### config.mk
export PLATFORM = sky130hd
export DESIGN_NAME = uart_dram_cmd_ctrl_flat
export DESIGN_NICKNAME = d
export VERILOG_FILES = /design/src/rtl/uart_cmd_pkg.sv /design/src/rtl/uart_dram_cmd_ctrl_if.sv /design/src/rtl/uart_dram_cmd_ctrl.sv /design/src/flat_wrapper.sv
export SDC_FILE = /design/constraint.sdc
export NUM_CORES = 1
export LEC_CHECK = 0
export CAP_MARGIN = 25
export CELL_PAD_IN_SITES_DETAIL_PLACEMENT = 1
export CELL_PAD_IN_SITES_GLOBAL_PLACEMENT = 2
export CORE_MARGIN = 4
export CORE_UTILIZATION = 34
export CTS_CLUSTER_SIZE = 24
export DETAILED_ROUTE_END_ITERATION = 16
export PLACE_DENSITY_LB_ADDON = 0.08
export SLEW_MARGIN = 10
export SYNTH_ARGS = -nofsm -noshare
export SYNTH_HDL_FRONTEND = slang
export SYNTH_SLANG_ARGS = --single-unit
### constraint.sdc
create_clock -name clk -period 2.8 [get_ports clk]
set_input_delay 0.7 -clock clk [delete_from_list [all_inputs] [get_ports clk]]
set_output_delay 0.7 -clock clk [all_outputs]
set_load 0.01 [all_outputs]
### src/rtl/uart_cmd_pkg.sv
// ----------------------------------------------------------------------------
// uart_cmd_pkg
// Shared constants for the UART-to-DRAM command controller: protocol opcodes,
// the single-byte ACK/NAK responses and the controller state enum.
// ----------------------------------------------------------------------------
package uart_cmd_pkg;

    localparam logic [7:0] OP_WR    = 8'h57;  // 'W'
    localparam logic [7:0] OP_RD    = 8'h52;  // 'R'
    localparam logic [7:0] BYTE_ACK = 8'h06;
    localparam logic [7:0] BYTE_NAK = 8'h15;

    typedef enum logic [2:0] {
        IDLE,
        ADDR,
        WDATA,
        MREQ,
        MWAIT,
        SEND,
        ACK
    } state_t;

endpackage

### src/rtl/uart_dram_cmd_ctrl_if.sv
// ----------------------------------------------------------------------------
// uart_dram_cmd_ctrl_if
// Bundles the three handshake channels of the command controller:
//   rx_*  : command byte stream in (valid/ready)
//   tx_*  : response byte stream out (valid/ready)
//   mem_* : memory request (valid/ready) plus unthrottled read-data pulse
// modport master : the controller side
// modport slave  : the environment side (serial link + memory)
// ----------------------------------------------------------------------------
interface uart_dram_cmd_ctrl_if #(
    parameter int ADDR_W = 32,
    parameter int DATA_W = 32
);

    logic [7:0]        rx_data;
    logic              rx_valid;
    logic              rx_ready;

    logic [7:0]        tx_data;
    logic              tx_valid;
    logic              tx_ready;

    logic              mem_valid;
    logic              mem_ready;
    logic              mem_we;
    logic [ADDR_W-1:0] mem_addr;
    logic [DATA_W-1:0] mem_wdata;
    logic [DATA_W-1:0] mem_rdata;
    logic              mem_rvalid;

    modport master (
        input  rx_data, rx_valid,
        output rx_ready,
        output tx_data, tx_valid,
        input  tx_ready,
        output mem_valid, mem_we, mem_addr, mem_wdata,
        input  mem_ready, mem_rdata, mem_rvalid
    );

    modport slave (
        output rx_data, rx_valid,
        input  rx_ready,
        input  tx_data, tx_valid,
        output tx_ready,
        input  mem_valid, mem_we, mem_addr, mem_wdata,
        output mem_ready, mem_rdata, mem_rvalid
    );

endinterface

### src/rtl/uart_dram_cmd_ctrl.sv
// ----------------------------------------------------------------------------
// uart_dram_cmd_ctrl
// Parses a byte-serial command stream into single memory requests and returns
// the response bytes.
//   Command : opcode, ADDR_W/8 address bytes, (write only) DATA_W/8 data bytes,
//             all fields little-endian.
//   Write   : one memory write, then ACK (0x06).
//   Read    : one memory read, then DATA_W/8 data bytes LSB first; NAK (0x15)
//             if no read data arrives within WTO cycles.
//   Other opcodes are answered with NAK and cause no memory access.
// Ports:
//   clk, nrst : clock, asynchronous active-low reset
//   bus       : rx / tx / memory channels (master side)
//   busy      : high whenever the controller is not idle
// ----------------------------------------------------------------------------
module uart_dram_cmd_ctrl
    import uart_cmd_pkg::*;
#(
    parameter int          ADDR_W = 32,
    parameter int          DATA_W = 32,
    parameter int unsigned WTO    = 16'hFFFF
) (
    input  logic                  clk,
    input  logic                  nrst,
    uart_dram_cmd_ctrl_if.master  bus,
    output logic                  busy
);

    localparam int unsigned AB    = ADDR_W / 8;
    localparam int unsigned DB    = DATA_W / 8;
    localparam int unsigned MAXB  = (AB > DB) ? AB : DB;
    localparam int unsigned CNT_W = (MAXB > 1) ? $clog2(MAXB) : 1;
    localparam int unsigned TMR_W = (WTO > 1) ? $clog2(WTO) : 1;

    state_t             state_q, state_d;
    logic               run_q;      // keeps rx_ready low until reset is released
    logic [CNT_W-1:0]   cnt_q;
    logic [TMR_W-1:0]   tmr_q;
    logic               we_q;
    logic [7:0]         resp_q;     // byte sent from the ACK state (ACK or NAK)
    logic [ADDR_W-1:0]  addr_q;
    logic [DATA_W-1:0]  wdata_q;
    logic [DATA_W-1:0]  rdata_q;

    logic rx_fire, tx_fire, op_ok, last_addr, last_data, timeout;

    assign rx_fire   = bus.rx_valid && bus.rx_ready;
    assign tx_fire   = bus.tx_valid && bus.tx_ready;
    assign op_ok     = (bus.rx_data == OP_WR) || (bus.rx_data == OP_RD);
    assign last_addr = (cnt_q == CNT_W'(AB - 1));
    assign last_data = (cnt_q == CNT_W'(DB - 1));
    assign timeout   = (tmr_q == TMR_W'(WTO - 1));

    // ------------------------------------------------------------------
    // State register
    // ------------------------------------------------------------------
    always_ff @(posedge clk or negedge nrst) begin
        if (!nrst) begin
            state_q <= IDLE;
        end else begin
            state_q <= state_d;
        end
    end

    // ------------------------------------------------------------------
    // Next-state logic
    // ------------------------------------------------------------------
    always_comb begin
        state_d = state_q;
        case (state_q)
            IDLE: begin
                if (rx_fire) begin
                    state_d = op_ok ? ADDR : ACK;
                end
            end
            ADDR: begin
                if (rx_fire && last_addr) begin
                    state_d = we_q ? WDATA : MREQ;
                end
            end
            WDATA: begin
                if (rx_fire && last_data) begin
                    state_d = MREQ;
                end
            end
            MREQ: begin
                if (bus.mem_ready) begin
                    state_d = we_q ? ACK : MWAIT;
                end
            end
            MWAIT: begin
                if (bus.mem_rvalid) begin
                    state_d = SEND;
                end else if (timeout) begin
                    state_d = ACK;
                end
            end
            SEND: begin
                if (tx_fire && last_data) begin
                    state_d = IDLE;
                end
            end
            ACK: begin
                if (tx_fire) begin
                    state_d = IDLE;
                end
            end
            default: state_d = IDLE;
        endcase
    end

    // ------------------------------------------------------------------
    // Counters and captured command/response fields
    // ------------------------------------------------------------------
    always_ff @(posedge clk or negedge nrst) begin
        if (!nrst) begin
            run_q   <= 1'b0;
            cnt_q   <= '0;
            tmr_q   <= '0;
            we_q    <= 1'b0;
            resp_q  <= '0;
            addr_q  <= '0;
            wdata_q <= '0;
            rdata_q <= '0;
        end else begin
            run_q <= 1'b1;

            // Byte counter restarts on every state change so each field
            // (and the read response) is indexed from byte 0.
            if (state_d != state_q) begin
                cnt_q <= '0;
            end else if ((rx_fire && (state_q == ADDR || state_q == WDATA)) ||
                         (tx_fire && state_q == SEND)) begin
                cnt_q <= cnt_q + 1'b1;
            end

            if (state_q == MWAIT && state_d == MWAIT) begin
                tmr_q <= tmr_q + 1'b1;
            end else begin
                tmr_q <= '0;
            end

            case (state_q)
                IDLE: begin
                    if (rx_fire) begin
                        we_q   <= (bus.rx_data == OP_WR);
                        resp_q <= op_ok ? BYTE_ACK : BYTE_NAK;
                    end
                end
                ADDR: begin
                    if (rx_fire) begin
                        addr_q[8*int'(cnt_q) +: 8] <= bus.rx_data;
                    end
                end
                WDATA: begin
                    if (rx_fire) begin
                        wdata_q[8*int'(cnt_q) +: 8] <= bus.rx_data;
                    end
                end
                MWAIT: begin
                    if (bus.mem_rvalid) begin
                        rdata_q <= bus.mem_rdata;
                    end else if (timeout) begin
                        resp_q <= BYTE_NAK;
                    end
                end
                default: ;
            endcase
        end
    end

    // ------------------------------------------------------------------
    // Output logic
    // ------------------------------------------------------------------
    always_comb begin
        bus.rx_ready  = 1'b0;
        bus.tx_valid  = 1'b0;
        bus.tx_data   = '0;
        bus.mem_valid = 1'b0;
        bus.mem_we    = 1'b0;
        bus.mem_addr  = addr_q;
        bus.mem_wdata = wdata_q;
        busy          = (state_q != IDLE);
        case (state_q)
            IDLE, ADDR, WDATA: begin
                bus.rx_ready = run_q;
            end
            MREQ: begin
                bus.mem_valid = 1'b1;
                bus.mem_we    = we_q;
            end
            SEND: begin
                bus.tx_valid = 1'b1;
                bus.tx_data  = rdata_q[8*int'(cnt_q) +: 8];
            end
            ACK: begin
                bus.tx_valid = 1'b1;
                bus.tx_data  = resp_q;
            end
            default: ;
        endcase
    end

endmodule

### src/flat_wrapper.sv
// flat-port wrapper written by rule: the top's interface ports become plain ports
module uart_dram_cmd_ctrl_flat import uart_cmd_pkg::*;
#(
    parameter int          ADDR_W = 32,
    parameter int          DATA_W = 32,
    parameter int unsigned WTO    = 16'hFFFF
)
  (clk, nrst, busy, bus_rx_data, bus_rx_valid, bus_rx_ready, bus_tx_data, bus_tx_valid, bus_tx_ready, bus_mem_valid, bus_mem_we, bus_mem_addr, bus_mem_wdata, bus_mem_ready, bus_mem_rdata, bus_mem_rvalid);
  uart_dram_cmd_ctrl_if #(.ADDR_W(ADDR_W), .DATA_W(DATA_W)) bus_i ();
  input  logic clk;
  input  logic nrst;
  output logic busy;
  input wire logic [$bits(bus_i.rx_data)-1:0] bus_rx_data;
  input wire logic [$bits(bus_i.rx_valid)-1:0] bus_rx_valid;
  output wire logic [$bits(bus_i.rx_ready)-1:0] bus_rx_ready;
  output wire logic [$bits(bus_i.tx_data)-1:0] bus_tx_data;
  output wire logic [$bits(bus_i.tx_valid)-1:0] bus_tx_valid;
  input wire logic [$bits(bus_i.tx_ready)-1:0] bus_tx_ready;
  output wire logic [$bits(bus_i.mem_valid)-1:0] bus_mem_valid;
  output wire logic [$bits(bus_i.mem_we)-1:0] bus_mem_we;
  output wire logic [$bits(bus_i.mem_addr)-1:0] bus_mem_addr;
  output wire logic [$bits(bus_i.mem_wdata)-1:0] bus_mem_wdata;
  input wire logic [$bits(bus_i.mem_ready)-1:0] bus_mem_ready;
  input wire logic [$bits(bus_i.mem_rdata)-1:0] bus_mem_rdata;
  input wire logic [$bits(bus_i.mem_rvalid)-1:0] bus_mem_rvalid;
  assign bus_i.rx_data = bus_rx_data;
  assign bus_i.rx_valid = bus_rx_valid;
  assign bus_rx_ready = bus_i.rx_ready;
  assign bus_tx_data = bus_i.tx_data;
  assign bus_tx_valid = bus_i.tx_valid;
  assign bus_i.tx_ready = bus_tx_ready;
  assign bus_mem_valid = bus_i.mem_valid;
  assign bus_mem_we = bus_i.mem_we;
  assign bus_mem_addr = bus_i.mem_addr;
  assign bus_mem_wdata = bus_i.mem_wdata;
  assign bus_i.mem_ready = bus_mem_ready;
  assign bus_i.mem_rdata = bus_mem_rdata;
  assign bus_i.mem_rvalid = bus_mem_rvalid;
  uart_dram_cmd_ctrl #(.ADDR_W(ADDR_W), .DATA_W(DATA_W), .WTO(WTO)) u_core (.clk(clk), .nrst(nrst), .bus(bus_i), .busy(busy));
endmodule
=== Word level (Yosys, flattened, before mapping) ===
Index checks and enable logic that the tools add are counted.

* Add/sub/neg operators: 3
* Equality and inequality tests: 15
* Shifts and indexed selects: 3
* Multiplexer cells: 27
* Reduce and logical (&&, ||, !) cells: 21

{| class="wikitable"
|+ Operators with widths
! cell !! count
|-
| bitwise mux 32 bit || 2
|-
| negator 5 -> 33 bit || 1
|-
| variable shift 8 x 33 -> 32 bit (first input constant) || 1
|-
| indexed part select 8 x 33 -> 32 bit || 1
|-
| case mux 8 bit (2 select lines) || 2
|-
| indexed part select 32 x 6 -> 8 bit || 1
|-
| 2-to-1 mux 3 bit || 9
|-
| 2-to-1 mux 8 bit || 3
|-
| case mux 3 bit (7 select lines) || 1
|-
| adder 16 x 1 -> 16 bit (second input constant) || 1
|-
| equality test 16 bit (second input constant) || 1
|-
| equality test 8 x 7 -> 1 bit (second input constant) || 2
|-
| 2-to-1 mux 16 bit || 1
|-
| equality test 3 bit (second input constant) || 4
|-
| AND reduction 2 bit || 4
|-
| logical AND 1 bit || 7
|-
| equality test 3 x 2 -> 1 bit (second input constant) || 2
|-
| 2-to-1 mux 2 bit || 3
|-
| 2-to-1 mux 1 bit || 5
|-
| 2-to-1 mux 5 bit || 1
|-
| inequality test 2 x 1 -> 1 bit (second input constant) || 2
|-
| AND reduction 4 bit || 1
|-
| nonzero test 2 bit || 2
|-
| equality test 3 x 1 -> 1 bit (second input constant) || 1
|-
| other kinds (9) || 11
|}

* Flip-flop bits (word level): 127
* Input bits: 46
* Output and inout port bits: 77
* Logic and storage cells: 78

=== Depth between registers and ports, before layout ===
Gate-level depths: netlist of run 1.

* Word-level depth: 10
* Mapped depth: 8
* Mapped depth without buffers: 6

=== Least setup slack after synthesis of run 1 ===
OpenSTA, ideal clock, no wires.

* Path type: register to output
* Start: reg u_core.cnt_q[0]
* End: out bus_tx_data[2]
* Data arrival time: 1.462 ns
* Required time: 2.100 ns
* Slack: 0.638 ns
* Cell stages (with the launch flop): 5
* Buffers on the path: 1
* Cells stage by stage: dfrtp_1 -> buf_2 -> mux4_2 -> a22oi_1 -> nor2_1

* Cells in the longest elaborated chain, start to end: 2

{| class="wikitable"
|+ Ends and longest elaborated chain
! element !! RTL line !! RTL
|-
| start: declaration || uart_dram_cmd_ctrl.sv:37 || <nowiki>logic [CNT_W-1:0] cnt_q;</nowiki>
|-
| start signal: assignment || uart_dram_cmd_ctrl.sv:134 || <nowiki>cnt_q <= cnt_q + 1'b1;</nowiki>
|-
| indexed part select 32 x 6 -> 8 bit || uart_dram_cmd_ctrl.sv:194 || <nowiki>bus.tx_data = rdata_q[8*int'(cnt_q) +: 8];</nowiki>
|-
| case mux 8 bit (2 select lines) || uart_dram_cmd_ctrl.sv:184 || <nowiki>case (state_q)</nowiki>
|-
| end: declaration || flat_wrapper.sv:16 || <nowiki>output wire logic [$bits(bus_i.tx_data)-1:0] bus_tx_data;</nowiki>
|}

Every way passes these cells.

=== Final worst setup path of run 1 ===
* Start: reg u_core.cnt_q[0]
* End: out bus_tx_data[5]

Same word-level chain as after synthesis.

==> results of run 1 <==
-- worst max-delay path: cells and delay by family, from the launching register on --
| family | cells | cell delay (ns) |
|---|---|---|
| flip-flops | 1 | 0.41 |
| AND/OR/NAND/NOR | 1 | 0.16 |
| buffers and inverters | 3 | 0.57 |
| multiplexers | 1 | 0.48 |
-- flip-flops by register name, indices dropped and copies added, names as in the netlist --
register              flops
u_core.run_q              1
u_core.we_q               1
u_core.bus.mem_addr      32
u_core.rdata_q           32
u_core.tmr_q             16
u_core.state_q            3
u_core.resp_q             3
u_core.bus.mem_wdata     32
u_core.cnt_q              2
-- cell type report --
type / instances / area, um2 / area share [%]
Sequential cell: 122 / 3050 / 39.2
Multi-Input combinational cell: 298 / 2460 / 31.6
Timing Repair Buffer: 138 / 1380 / 17.7
Clock buffer: 25 / 505 / 6.49
Tap cell: 216 / 270 / 3.47
Clock inverter: 7 / 87.6 / 1.12
Inverter: 9 / 33.8 / 0.434
-- power groups by stage --
stage	Clock, W	Combinational, W	Sequential (W)
finish	0.00219	0.00208	0.00236
global route	0.00232	0.00228	0.00241
CTS	0.00224	0.00208	0.00236
detailed placement	0	0.00205	0.00239
global placement	0	0.00200	0.00237
floorplan	0	0.00121	0.00235
-- cells in the final DEF, fill, tap and decap left out, drive strengths merged, types with 2 or more instances in the layout --
| cell | instances |
|---|---|
| nor4 | 6 |
| nor2 | 45 |
| bufinv | 2 |
| clkinv | 4 |
| ha | 7 |
| and2 | 13 |
| dlygate4sd2 | 5 |
| nor3 | 4 |
| nand3 | 9 |
| xnor2 | 12 |
| nand2 | 22 |
| a21oi | 8 |
| clkdlybuf4s15 | 2 |
| and3 | 2 |
| dfrtp | 122 |
| nor2b | 9 |
| clkbuf | 25 |
| nor4b | 2 |
| nor3b | 2 |
| or3 | 5 |
| xor2 | 3 |
| mux2 | 96 |
| a22oi | 3 |
| nand4 | 4 |
| inv | 9 |
| o21ai | 4 |
| buf | 18 |
| clkdlybuf4s50 | 113 |
| mux4 | 8 |
| or2 | 3 |
| nand2b | 10 |
-- per-stage QoR --
stage	instance area (um2)	utilization, %
global placement	7150	44.7
floorplan	5610	-
global route	7790	48.7
detailed placement	7150	44.7
CTS	7760	48.5
finish	7790	48.7
-- worst min-delay path by stage --
stage | startpoint | endpoint | slack [ns] | cells past startpoint
6_report | nrst | u_core.tmr_q[1]$_DFF_PN0_ | 0.11 | 1
5_1_grt | nrst | u_core.tmr_q[1]$_DFF_PN0_ | 0.11 | 1
4_1_cts | nrst | u_core.tmr_q[1]$_DFF_PN0_ | 0.10 | 1
3_5_place_dp | u_core.resp_q[2]$_DFFE_PN0P_ | u_core.resp_q[2]$_DFFE_PN0P_ | 0.46 | 1
3_3_place_gp | u_core.resp_q[2]$_DFFE_PN0P_ | u_core.resp_q[2]$_DFFE_PN0P_ | 0.46 | 1
2_1_floorplan | nrst | u_core.bus.mem_addr[0]$_DFFE_PN0P_ | 0.40 | 0
-- logic make-up (layout without fill, tap and decap cells) --
| family | after synthesis | count (layout) | synth area share, % |
|---|---|---|---|
| AOI/OAI and AO/OA | 26 | 26 | 3.50 |
| DFF | 122 | 122 | 54.4 |
| and+or+nand+nor | 144 | 144 | 13.5 |
| adders and majority gates | 7 | 7 | 1.56 |
| muxes | 105 | 105 | 22.7 |
| other | 1 | 1 | 0.0669 |
| xor gates and xnor gates | 15 | 15 | 2.34 |
| buffers and inverters | 24 | 179 | 1.94 |
-- routing by layer --
metal  wire, um  part of all wire [%]
met1       6920                    44
met3        941                   6.1
met2       7560                    49
met5          0                     0
met4        132                  0.85
-- timing repair --
item	in CTS	in global routing
endpoints found under the setup margin	10	4
buffers inserted	2	2
gates resized for setup	14	4
==> impl_metrics.ini, run 1 <==
[outcome]
status = complete, no violations

[finish]
layout-drive-gt1-share_pct = 26.5
layoutNonFillerInstCount = 815
syn_to_final_growth_pct = 38.9
diodes = 0
final_nets = 639
fillCellCount = 1687

[sta]
worstMarginPinSlew_ns = 0.952
maxSlewViolCount = 0
max_clock_freq_mhz = 366
worst_slack_ns = 0.0686
hold_slack_ns = 0.113
hold_viol_final = 0
layout_min_cycle_time_ns = 2.73
setup_tns_ns = 0
slew_headroom_pct = 36.4
skew_ns = 0.0112
setup_viol = 0
post-route-period-util_pct = 97.5

[placed_design]
dpl_worst_slack_ns = 0.0925
place_hpwl_mm = 11.3
io_buffer_count = 122
dp_cells = 779
gp_congestion = 0.764

[synth]
synth_cells = 444
syn-num-nets = 497
ys_ff_latch = 122
synth_area_per_cell_um2 = 12.6
yosysTopAreaCellShare_pct = 54.4
synth.distinct_cells = 54
synth_area_leader_cell = dfrtp_1
yosysMostFrequentCell = dfrtp_1
synth_edf_count = 0
ys_top_cells_by_count = dfrtp_1 (122), mux2_2 (93), nor2_1 (45)
ys.flop_type = dfrtp_1
async_flop_share_pct = 100
seq_area_frac_synth_pct = 54.4
synthTopCellsByArea = dfrtp_1 (54%), mux2_2 (19%), mux4_2 (3.2%)
syn-cell-area_um2 = 5610
synth_warnings = 0

[die]
die_x_um = 136
placement_rows = 46
io_pins = 123
dieArea_um2 = 18600
start_util_pct = 35.0
coreArea_um2 = 16000
die_h_um = 136

[power]
seqPwrFrac_pct = 35.6
power_w = 0.00663
p_int_w = 0.00468
netSwitchingFraction_pct = 29.5
ir_drop_v = 0.000485
switching_power_w = 0.00195
p_clk_share_pct = 32.9
pwr-share-comb_pct = 31.4
power.density_nw_per_um2 = 852
p_leak_nw = 3.32

[cts]
cts.root.buffer_cell = clkbuf_16
cts_made_buffers = 17
clkSlewWorstSetupHoldPaths_ns = 0.06
cts_sinks = 122
clk_path_buf_depth = 2
clk_latency_ns = 0.42
postCtsHoldBufs = 0
ctsHtreeMaxLevel = 4
cts_tree = done

[setup_path]
critical_path.startpoint_type = flip-flop
timing.rr.end = u_core.bus.mem_addr[7]$_DFFE_PN0P_
ff2ff_setup_slack_ns = 0.35
crit_path_start = u_core.cnt_q[0]$_DFFE_PN0P_
critPathRequiredTime_ns = 2.10
slowest_stage = mux4_2
arrival_ns = 2.03
crit_path_max_fanout = 4
timing.rr.start = u_core.cnt_q[1]$_DFFE_PN0P_
r2r_cells = 6
worstSetupEndpoint = bus_tx_data[5]
critPathMaxStageDelay_ns = 0.48
worstPathCellList = buf_12, buf_4, mux4_2, nor2b_1, dlygate4sd2_1
end_kind = output pin
critPathKind = reg -> out

[routing]
drt-initial-drc-count = 127
drt_pre_antenna_iters = 4
routedWlPerCell_um = 19.1
ant_nets = 0
vias_per_cell = 4.93
drc = 0
vias = 4015
routed_wirelength_mm = 15.5

[grt]
met3_usage_pct = 5.66
antenna_found_initial = 0
grt_pass1_vias = 4472
grt_use_met1_pct = 22.6
grt_pass1_wl_mm = 24.8
overflow = 0
grt_busiest_layer = met2
grt_max_degree = 52
grtUsageMet2_pct = 28.4
grt_usage_pct = 17.6

[run]
cap_violations = 0

[worst_hold_path]
worstHoldPathType = in -> async
No activity file was read; power rests on OpenSTA's default activity.
==> run 2, diff against run 1 <==
Settings changed: CTS_CLUSTER_SIZE 24 to 10, SLEW_MARGIN 10 to not set.
==> results of run 2 <==
The final DEF is identical to that of run 1; final timing and power are the same.
==> run 3, diff against run 2 <==
Settings changed: CORE_UTILIZATION 34 to 30.
==> impl_metrics.ini, run 3 (synthesis results as in run 1) <==
[setup_path]
crit_path_start = u_core.cnt_q[0]$_DFFE_PN0P_
critPathKind = reg -> out
critPathMaxStageDelay_ns = 0.49
r2r_cells = 7
critical_path.startpoint_type = flip-flop
worstSetupEndpoint = bus_tx_data[2]
critPathRequiredTime_ns = 2.10
ff2ff_setup_slack_ns = 0.36
end_kind = output pin
crit_path_max_fanout = 5
timing.rr.end = u_core.bus.mem_addr[7]$_DFFE_PN0P_
worstPathCellList = buf_12, mux4_2, a22oi_1, nor2_1, dlygate4sd2_1
slowest_stage = mux4_2
timing.rr.start = u_core.cnt_q[0]$_DFFE_PN0P_
arrival_ns = 2.00

[placed_design]
gp_congestion = 0.759
place_hpwl_mm = 11.3
io_buffer_count = 122
dp_cells = 789

[grt]
antenna_found_initial = 0
grt_pass1_vias = 4497
overflow = 0
grt_usage_pct = 15.6
grt_pass1_wl_mm = 24.9
grt_max_degree = 64

[routing]
vias_per_cell = 4.85
drt-initial-drc-count = 107
drt_pre_antenna_iters = 4
ant_nets = 0
vias = 4001
drc = 0
routed_wirelength_mm = 15.5
routedWlPerCell_um = 18.8

[sta]
slew_headroom_pct = 37.5
worstMarginPinSlew_ns = 0.935
post-route-period-util_pct = 96.3
layout_min_cycle_time_ns = 2.70
max_clock_freq_mhz = 371
hold_viol_final = 0
rsz0062_at_grt = false
skew_ns = 0.0111
setup_tns_ns = 0
setup_viol = 0
maxSlewViolCount = 0

[cts]
ctsHtreeMaxLevel = 4
clkSlewWorstSetupHoldPaths_ns = 0.06
postCtsHoldBufs = 0
clk_latency_ns = 0.42
cts_made_buffers = 17
cts.root.buffer_cell = clkbuf_16
clk_path_buf_depth = 2
cts_tree = done
cts_sinks = 122

[die]
die_x_um = 145
coreArea_um2 = 18100
dieArea_um2 = 20900
io_pins = 123
die_h_um = 145
placement_rows = 49
start_util_pct = 30.9

[finish]
layout_common_cells = dfrtp_1 (118), clkdlybuf4s50_1 (113), mux2_2 (93), nor2_1 (45), nand2_1 (22)
final_nets = 636
layout-drive-gt1-share_pct = 27.3
layout_commonest_cell = dfrtp_1
diodes = 0
fillCellCount = 1909
layoutNonFillerInstCount = 825
syn_to_final_growth_pct = 38.3

[power]
p_leak_nw = 3.28
power.density_nw_per_um2 = 829
ir_drop_v = 0.000405

[run]
cap_violations = 0

[worst_hold_path]
worstHoldPathType = in -> async

[outcome]
status = complete, no violations
## run 3: cell types whose count changed in the layout (fill, tap and decap cells not counted), moves of 3 or more
cell        change
buf_4           -3
clkbuf_1        -3
clkbuf_8        -5
clkinv_4        +3
clkinvlp_4      +4
dfrtp_1         -3
dfrtp_2         +3
inv_6           +5
nor2b_2         +3
## run 3: timing repair
action,in CTS,in global routing
pin swaps,0,0
gates cloned,0,1
endpoints found under the hold margin,0,0
endpoints found under the setup margin,9,4
setup buffers,1,2
resized for setup,12,5
## run 3: area by class of cell
| type | count | area, um2 | share of cell area, % |
|---|---|---|---|
| well taps | 229 | 287 | 3.69 |
| clock buffers | 17 | 425 | 5.49 |
| multi-input cells | 298 | 2460 | 31.7 |
| clock inverters | 15 | 118 | 1.52 |
| flip-flops and latches | 122 | 3060 | 39.4 |
| repair buffers | 135 | 1380 | 17.7 |
| inverters | 9 | 33.8 | 0.436 |
## run 3: how the worst min path moves through the flow
stage | start | to | cells past startpoint
after floorplan | nrst | u_core.bus.mem_addr[0]$_DFFE_PN0P_ | 0
after global placement | u_core.resp_q[2]$_DFFE_PN0P_ | u_core.resp_q[2]$_DFFE_PN0P_ | 1
after detailed placement | u_core.resp_q[2]$_DFFE_PN0P_ | u_core.resp_q[2]$_DFFE_PN0P_ | 1
after CTS | nrst | u_core.tmr_q[9]$_DFF_PN0_ | 1
after global routing | nrst | u_core.tmr_q[0]$_DFF_PN0_ | 1
final | nrst | u_core.tmr_q[9]$_DFF_PN0_ | 1
## run 3: critical path, delay by kind of cell, from the launching register on
kind | cells | cell delay (ns)
flops | 1 | 0.43
buf+inv | 2 | 0.44
mux | 1 | 0.49
simple gates | 1 | 0.06
compound gates | 1 | 0.16
## run 3: power breakdown
group          internal [W]  switching, W
Clock               0.00114      0.000867
Sequential          0.00214      0.000256
Combinational       0.00111      0.000923
## run 3: layer usage
metal,vias up,part of all wire (%),global-route usage [%]
met2,97,47,24.1
met4,0,1.1,4.66
met5,-,0,0
met1,2046,46,20.9
li1,1844,-,-
met3,14,5.7,5.09
## run 3: per-stage QoR
step	util [%]	cell area (um2)	setup WS (ns)	hold WS (ns)	power, W
after floorplan	-	5610	0.638	0.404	0.00356
after global placement	39.4	7160	0.0873	0.461	0.00437
after detailed placement	39.4	7160	0.0560	0.456	0.00443
after CTS	42.5	7700	0.00400	0.112	0.00647
after global routing	42.7	7750	0.0200	0.113	0.00684
final	42.7	7750	0.103	0.126	0.00643
